$ cat src/rtl/ser_pkg.sv
// Shared types and defaults for the bit serializer.
// Optional parity frame bit is enabled with BIT_SERIALIZER_PARITY_EN.
package ser_pkg;

   localparam int SER_WIDTH_DEF = 8;
   localparam int SER_DIV_DEF   = 1;

   typedef enum logic [1:0] {
      ST_IDLE   = 2'd0,
      ST_SHIFT  = 2'd1,
`ifdef BIT_SERIALIZER_PARITY_EN
      ST_PARITY = 2'd2,
`endif
      ST_DONE   = 2'd3
   } ser_state_e;

   function automatic logic even_parity(input logic [31:0] i_word);
      return ^i_word;
   endfunction

endpackage

$ cat src/rtl/bit_serializer_if.sv
// Parallel-load handshake and serial output bundle for bit_serializer.
interface bit_serializer_if
   import ser_pkg::*;
#(
   parameter int WIDTH = SER_WIDTH_DEF
);
   logic             load_valid;
   logic [WIDTH-1:0] load_data;
   logic             load_ready;
   logic             data;
   logic             select;
   logic             busy;
   logic             done;

   modport master (
      output load_valid, load_data,
      input  load_ready, data, select, busy, done
   );

   modport slave (
      input  load_valid, load_data,
      output load_ready, data, select, busy, done
   );
endinterface

$ cat src/rtl/bit_period_counter.sv
// Bit-period divider: tick marks the last clock of each DIV-cycle period,
// start restarts the period. DIV=1 bypasses the counter entirely.
module bit_period_counter
   import ser_pkg::*;
#(
   parameter int DIV = SER_DIV_DEF
) (
   input  logic clk,
   input  logic reset,
   input  logic start,
   output logic tick
);
   generate
      if (DIV == 1) begin : g_bypass
         logic w_unused;
         assign w_unused = ^{clk, reset, start};
         assign tick     = 1'b1;
      end else begin : g_count
         localparam logic [7:0] LAST = 8'(DIV - 1);
         logic [7:0] r_cnt;

         // Period position counter, wraps at DIV-1 and restarts on start.
         always_ff @(posedge clk) begin
            if (reset) begin
               r_cnt <= 8'd0;
            end else if (start || (r_cnt == LAST)) begin
               r_cnt <= 8'd0;
            end else begin
               r_cnt <= r_cnt + 8'd1;
            end
         end

         assign tick = (r_cnt == LAST);
      end
   endgenerate
endmodule

$ cat src/rtl/bit_serializer.sv
// MSB-first parallel-to-serial converter with per-bit strobe and done pulse.
// Define BIT_SERIALIZER_PARITY_EN to append an even-parity bit to each frame.
module bit_serializer
   import ser_pkg::*;
#(
   parameter int WIDTH = SER_WIDTH_DEF,
   parameter int DIV   = SER_DIV_DEF
) (
   input  logic            clk,
   input  logic            reset,
   bit_serializer_if.slave bus
);
   localparam int             BCW      = $clog2(WIDTH + 1);
   localparam logic [BCW-1:0] LAST_BIT = BCW'(WIDTH - 1);

   ser_state_e       r_state, w_state_nxt;
   logic [WIDTH-1:0] r_shift, w_shift_nxt;
   logic [BCW-1:0]   r_bit_cnt, w_bit_cnt_nxt;
   logic             w_hs, w_tick;
   logic             w_data_nxt, w_select_nxt, w_busy_nxt;
   logic             r_data, r_select, r_busy, r_done;
`ifdef BIT_SERIALIZER_PARITY_EN
   logic             r_parity;
`endif

   assign bus.load_ready = (r_state == ST_IDLE) && !reset;
   assign w_hs           = bus.load_valid && bus.load_ready;

   bit_period_counter #(.DIV(DIV)) u_period (
      .clk   (clk),
      .reset (reset),
      .start (w_hs),
      .tick  (w_tick)
   );

   // Next-state, shift and bit-count logic.
   always_comb begin
      w_state_nxt   = r_state;
      w_shift_nxt   = r_shift;
      w_bit_cnt_nxt = r_bit_cnt;
      case (r_state)
         ST_IDLE: begin
            if (w_hs) begin
               w_state_nxt   = ST_SHIFT;
               w_shift_nxt   = bus.load_data;
               w_bit_cnt_nxt = BCW'(0);
            end else begin
               w_state_nxt = ST_IDLE;
            end
         end
         ST_SHIFT: begin
            if (w_tick) begin
               w_shift_nxt = {r_shift[WIDTH-2:0], 1'b0};
               if (r_bit_cnt == LAST_BIT) begin
                  w_bit_cnt_nxt = BCW'(0);
`ifdef BIT_SERIALIZER_PARITY_EN
                  w_state_nxt   = ST_PARITY;
`else
                  w_state_nxt   = ST_DONE;
`endif
               end else begin
                  w_bit_cnt_nxt = r_bit_cnt + BCW'(1);
               end
            end else begin
               w_state_nxt = ST_SHIFT;
            end
         end
`ifdef BIT_SERIALIZER_PARITY_EN
         ST_PARITY: begin
            if (w_tick) begin
               w_state_nxt = ST_DONE;
            end else begin
               w_state_nxt = ST_PARITY;
            end
         end
`endif
         ST_DONE: w_state_nxt = ST_IDLE;
         default: w_state_nxt = ST_IDLE;
      endcase
   end

   // Output values for the coming cycle, registered below.
   always_comb begin
      w_data_nxt = 1'b0;
      w_busy_nxt = 1'b0;
      case (w_state_nxt)
         ST_SHIFT: begin
            w_data_nxt = w_shift_nxt[WIDTH-1];
            w_busy_nxt = 1'b1;
         end
`ifdef BIT_SERIALIZER_PARITY_EN
         ST_PARITY: begin
            w_data_nxt = r_parity;
            w_busy_nxt = 1'b1;
         end
`endif
         default: begin
            w_data_nxt = 1'b0;
            w_busy_nxt = 1'b0;
         end
      endcase
      w_select_nxt = w_busy_nxt && (w_hs || w_tick);
   end

   // State, datapath and registered outputs.
   always_ff @(posedge clk) begin
      if (reset) begin
         r_state   <= ST_IDLE;
         r_shift   <= '0;
         r_bit_cnt <= BCW'(0);
         r_data    <= 1'b0;
         r_select  <= 1'b0;
         r_busy    <= 1'b0;
         r_done    <= 1'b0;
      end else begin
         r_state   <= w_state_nxt;
         r_shift   <= w_shift_nxt;
         r_bit_cnt <= w_bit_cnt_nxt;
         r_data    <= w_data_nxt;
         r_select  <= w_select_nxt;
         r_busy    <= w_busy_nxt;
         r_done    <= (w_state_nxt == ST_DONE);
      end
   end

`ifdef BIT_SERIALIZER_PARITY_EN
   // Parity of the captured word, fixed for the whole frame.
   always_ff @(posedge clk) begin
      if (reset) begin
         r_parity <= 1'b0;
      end else if (w_hs) begin
         r_parity <= even_parity(32'(bus.load_data));
      end else begin
         r_parity <= r_parity;
      end
   end
`endif

   assign bus.data   = r_data;
   assign bus.select = r_select;
   assign bus.busy   = r_busy;
   assign bus.done   = r_done;
endmodule

$ cat src/flat_wrapper.sv
// flat-port wrapper written by rule: the top's interface ports become plain ports
module bit_serializer_flat import ser_pkg::*;
#(
   parameter int WIDTH = SER_WIDTH_DEF,
   parameter int DIV   = SER_DIV_DEF
)
  (clk, reset, bus_load_valid, bus_load_data, bus_load_ready, bus_data, bus_select, bus_busy, bus_done);
  bit_serializer_if #(.WIDTH(WIDTH)) bus_i ();
  input  logic clk;
  input  logic reset;
  input wire logic [$bits(bus_i.load_valid)-1:0] bus_load_valid;
  input wire logic [$bits(bus_i.load_data)-1:0] bus_load_data;
  output wire logic [$bits(bus_i.load_ready)-1:0] bus_load_ready;
  output wire logic [$bits(bus_i.data)-1:0] bus_data;
  output wire logic [$bits(bus_i.select)-1:0] bus_select;
  output wire logic [$bits(bus_i.busy)-1:0] bus_busy;
  output wire logic [$bits(bus_i.done)-1:0] bus_done;
  assign bus_i.load_valid = bus_load_valid;
  assign bus_i.load_data = bus_load_data;
  assign bus_load_ready = bus_i.load_ready;
  assign bus_data = bus_i.data;
  assign bus_select = bus_i.select;
  assign bus_busy = bus_i.busy;
  assign bus_done = bus_i.done;
  bit_serializer #(.WIDTH(WIDTH), .DIV(DIV)) u_core (.clk(clk), .reset(reset), .bus(bus_i));
endmodule
$ cat config.mk
export PLATFORM = sky130hd
export DESIGN_NAME = bit_serializer_flat
export DESIGN_NICKNAME = d
export VERILOG_FILES = /design/src/rtl/ser_pkg.sv /design/src/rtl/bit_serializer_if.sv /design/src/rtl/bit_period_counter.sv /design/src/rtl/bit_serializer.sv /design/src/flat_wrapper.sv
export SDC_FILE = /design/constraint.sdc
export NUM_CORES = 1
export LEC_CHECK = 0
export ABC_AREA = 1
export CAP_MARGIN = 0
export CORE_MARGIN = 5
export CORE_UTILIZATION = 52
export DETAILED_ROUTE_END_ITERATION = 7
export PLACE_DENSITY = 0.82
export SLEW_MARGIN = 10
export SYNTH_ARGS = -nofsm -noshare
export SYNTH_HDL_FRONTEND = slang
export SYNTH_SLANG_ARGS = --single-unit
$ cat constraint.sdc
create_clock -name clk -period 2.07 [get_ports clk]
set_input_delay 0.414 -clock clk [delete_from_list [all_inputs] [get_ports clk]]
set_output_delay 0.414 -clock clk [all_outputs]
set_load 0.01 [all_outputs]
# After elaboration in Yosys (flattened, before gate mapping)
# Index checks and enable logic that the tools add are counted.
[totals]
elab_cells = 30
register_bits = 17
[classes]
reduce_logical = 7
add_sub_neg = 1
bitwise_logic = 1
n_eq_ne = 5
n_mux = 9
[op_table]
columns = ["operator", "n"]
rows = [
  ["8-bit case mux with 2 select lines", 1],
  ["4-bit two-way mux", 2],
  ["8-bit two-way mux", 1],
  ["4-bit case mux with 2 select lines", 1],
  ["4-bit by 1-bit adder with 4-bit output, second input constant", 1],
  ["2-bit by 1-bit == test with 1-bit output, second input constant", 2],
  ["4-bit by 3-bit == test with 1-bit output, second input constant", 1],
  ["2-bit case mux with 2 select lines", 1],
  ["2-bit == test, second input constant", 1],
  ["1-bit logical AND", 2],
  ["2-bit zero test", 1],
  ["1-bit two-way mux", 2],
  ["2-bit two-way mux", 1],
  ["2-bit inequality test, second input constant", 1],
  ["2-bit AND reduction", 1],
  ["2-bit nonzero test", 1],
  ["2-bit OR reduction", 1],
  ["1-bit zero test", 1],
  ["1-bit NOT", 1],
]

# Longest topological paths before layout
[depth]
word_depth = 8
depth_mapped = 8
ltp_nobuf = 7

# Modules after synthesis
# From an unflattened synthesis, not the netlist that was laid out.
[unflattened]
cells_unflattened = 122
area_unflattened_um2 = 864.6
[modules_own_cells]
columns = ["module", "instances", "area_each_um2", "cells_each"]
rows = [
  ["bit_serializer", 1, 853.3, 120],
  ["bit_period_counter", 1, 11.3, 2],
]

# Least setup slack after synthesis
# OpenSTA, ideal clock, no wires.
[synth_timing]
path_kind = "input to output"
from = "in reset"
to = "out bus_load_ready"
arrival_time_ns = 0.855
cell_stages = 2
path_slack_ns = 0.801
required_time_ns = 1.656
cell_sequence = "buf_6 -> nor3_1"
[synth_between]
elab_chain_cells = 2
[synth_lines]
columns = ["item", "line", "text"]
rows = [
  ["from (decl)", "flat_wrapper.sv:10", "input logic reset;"],
  ["1-bit zero test", "bit_serializer.sv:26", "assign bus.load_ready = (r_state == ST_IDLE) && !reset;"],
  ["1-bit logical AND", "bit_serializer.sv:26", ""],
  ["to (decl)", "flat_wrapper.sv:13", "output wire logic [$bits(bus_i.load_ready)-1:0] bus_load_ready;"],
]
# Every way passes these cells.

# Worst setup path after layout
# Ends and elaborated chain as after synthesis.

==> run summary <==
The aggregate global routing overflow came out at 0. After synthesis the cells add up to 783 um^2. After synthesis the netlist holds a flip-flop and latch count of 17. On the critical path, the stage with the largest delay is an instance of clkdlybuf4s50_1. The clock reaches the later pin of the worst-skew pair after 0.28 ns. The accumulated negative setup slack came out at 0 ns. The worst reg2reg path depth is 6.

TritonCTS built the clock tree. Setup violations remaining at the end of the flow were counted as 0. After synthesis, the largest family of logic cells by area is simple AND/OR/NAND/NOR gates. The post-synthesis share of cell area spent on xor and xnor gates is 1.12%. The number of placement rows came out at 14. The count of pins on the block boundary is 16. The critical setup path kind is in2out. The worst setup skew after layout came out at 0.00359 ns. Walking the worst path, the cells encountered are clkdlybuf4s50_1 -> nor3_1 -> dlymetal6s2s_1. Summing the areas of all and, or, nand and nor instances in the mapped netlist gives 40.1% of the synthesized area. The number of antenna-violating nets in the routed design came out at 0. The share of layout cells above drive strength 1 is 11.4%. The power density over the cells came out at 636 nW/um^2. The buffer levels on the longest clock path came out at 2. The synthesized netlist devotes 1.60% of its cell area to adder and majority cells. The number of antenna violations at the first check in global routing came out at 0. STA classifies the critical path startpoint as a primary input. In this run the critical register-to-register path is launched from u_core.r_state[1]$_SDFF_PP0_. The routed wire length is 1500 um. The detailed router's first-iteration violation count came out at 17. The maximum cell stage delay along the critical path came out at 0.43 ns. Of the synthesized area, sequential elements account for 43.5%. The pin count of the biggest net entering global routing came out at 11. Summing over every cut layer, the via total after detailed routing is 679. The initial standard-cell utilization of the core came out at 53.2%. In the finished design, the share of the clock period the worst path needs comes to 79.5%.

The final critical path time including I/O delays and setup is 1.64 ns. The number of buffers inserted during clock tree synthesis came out at 3. The tree is rooted in a clkbuf_4. The layout overhead on the synthesized area came out at 24.1%.

The weighted congestion at the end of routability-driven global placement is 0.790. The placed instance count is 135. In this run the worst setup path terminates at bus_load_ready.

The die extent in x is 48.8 um. The post-detailed-placement half-perimeter wirelength came out at 1120 um. The number of design rule violations left after detail routing is 0. The multiplexer fraction of the synthesized cell area came out at 0%. The endpoint identified for the worst register-to-register timing path is u_core.bus.data$_SDFF_PP0_. The average via count per standard cell came out at 4.88. After synthesis, the netlist uses 21 different library cells. The run finished with clean final reports. The number of clock sinks came out at 17. The peak fanout along the critical path is 2. The synthesized netlist net count came out at 117. For flop-to-flop paths, the worst setup slack is 0.87 ns. The via count of the first global-routing pass is 619. The final hold violation count came out at 0. For this run, the number of standard cells in the final layout without fillers is 139. At the worst endpoint, the arrival time is 1.23 ns. The post-detailed-route wirelength per cell is 10.8 um.

The clock-pin transition on the worst setup and hold timing paths is 0.10 ns. After clock tree synthesis, the setup repair step added 0 buffers. The synthesized instance count came out at 105. The category of the worst setup path capture point is an output port. The detailed-router iteration count before antenna repair came out at 4. The area enclosed by the die boundary came out at 2380 um^2.

The H-tree depth reported by CTS came out at 1. The total global routing track utilization came out at 13.0%. The worst slew margin relative to its limit is 84.3%. The die height is 48.8 um. VDD sags by at most 0.000306 V. The number of hold buffers added after CTS is 0. The port buffer count came out at 15. The final count of pins violating max slew was 0.

The highest attainable clock frequency is 0.608 GHz. The actual slew at the worst max-slew pin is 0.235 ns. The worst hold path belongs to the class reg2reg. The first global-routing pass estimated 2460 um of wire. Setup repair after global routing left no endpoint under its margin. The area of the core is 1470 um^2. The number of maximum-capacitance violations came out at 0. The repair_antennas step left the layout with diodes totalling 0. For this run, the number of Yosys warnings is 0. The net count reported at finish is 136. Tracing the worst setup path back leads to its startpoint at reset.

The mean area per synthesized cell came out at 7.46 um^2. The required arrival time at the worst endpoint is 1.66 ns. Summing the areas of all compound-gate instances in the mapped netlist gives 5.27% of the synthesized area. The leakage power came out at 0.478 nW.
==> cell type report <==
| type | count | area, um^2 |
|---|---|---|
| clock buffers | 3 | 22.5 |
| clock inverters | 1 | 5.00 |
| multi-input cells | 74 | 377 |
| flip-flops and latches | 17 | 340 |
| inverters | 12 | 47.5 |
| well taps | 16 | 20.0 |
| fillers | 132 | 499 |
| repair buffers | 16 | 160 |
==> synthesized netlist by cell type (all sizes together) <==
library cell  count  share of area (%)
nand2            47                 25
dfxtp            17                 43
inv              12                6.1
nand3             7                6.1
nor2              7                6.4
a21oi             4                2.6
o21ai             3                1.9
buf               2                2.4
ha                1                1.6
nand4             1               0.80
nor3              1               0.64
o22ai             1               0.80
or2               1               0.80
xor2              1                1.1
==> per-stage QoR <==
step	total power [mW]	worst slack (ns)	hold slack, ns	utilization [%]	cell area, um^2
4_1_cts	0.627	0.0380	0.454	65.9	970
5_1_grt	0.654	0.346	0.474	66.1	972
3_5_place_dp	0.452	0.0587	0.439	64.0	942
3_3_place_gp	0.450	0.0545	0.432	64.0	942
2_1_floorplan	0.413	0.801	0.419	-	783
6_report	0.618	0.425	0.451	66.1	972
==> per-layer routing <==
layer  routed length (um)  up-vias  global-route usage [%]
met2                  750       15                    23.0
met1                  663      302                    14.4
met4                   14        0                    7.17
li1                     -      360                       -
met3                   73        2                    2.14
met5                    0        -                       0
==> kinds of logic after synthesis <==
group                    count (synthesis)
AO/OA/AOI/OAI                            8
XOR/XNOR                                 1
adder cells (fa/ha/maj)                  1
buffers and inverters                   14
flip-flops                              17
AND/OR/NAND/NOR                         64
==> sequential cells by signal, indices dropped and copies added (netlist names) <==
name and flops:
u_core.bus.data 1, u_core.bus.done 1, u_core.bus.select 1, u_core.r_bit_cnt 4, u_core.r_shift 8, u_core.r_state 2
==> worst max-delay path: cells and delay by family <==
kind,cells,cell delay [ns]
AND/OR/NAND/NOR,1,0.20
buffers and inverters,2,0.62
==> how the worst min path moves through the flow <==
stage / from / to / cells past startpoint
floorplan: u_core.r_shift[0]$_SDFFE_PP0P_ / u_core.r_shift[0]$_SDFFE_PP0P_ / 2
global placement: u_core.r_shift[0]$_SDFFE_PP0P_ / u_core.r_shift[0]$_SDFFE_PP0P_ / 2
detailed placement: u_core.r_shift[0]$_SDFFE_PP0P_ / u_core.r_shift[0]$_SDFFE_PP0P_ / 2
CTS: u_core.r_shift[0]$_SDFFE_PP0P_ / u_core.r_shift[0]$_SDFFE_PP0P_ / 2
global route: u_core.r_shift[1]$_SDFFE_PP0P_ / u_core.r_shift[1]$_SDFFE_PP0P_ / 2
finish: u_core.r_shift[0]$_SDFFE_PP0P_ / u_core.r_shift[0]$_SDFFE_PP0P_ / 2
==> placed cells by master (no fill, tap or decap) <==
cell,count
inv_1,10
inv_2,1
nand4_1,1
nand3_4,1
or2_2,1
inv_4,1
nand2_1,44
ha_1,1
clkdlybuf4s50_1,14
nand3_1,6
nor2_4,1
clkinv_2,1
nor2_8,1
clkbuf_4,3
nor2_1,5
o21ai_0,3
buf_4,1
nand2_4,3
xor2_1,1
o22ai_1,1
a21oi_1,4
dfxtp_1,17
dlymetal6s2s_1,1
nor3_1,1
==> timing repair <==
item,CTS,global route
gates resized for setup,0,1
endpoints found under the setup margin,0,1
endpoints found under the hold margin,0,0
==> power by group <==
part	internal [mW]	switching, mW	total [mW]
clock network	0.0717	0.103	0.174
logic	0.0453	0.0517	0.0970
registers	0.339	0.00824	0.347
No activity file was read; power rests on OpenSTA's default activity.
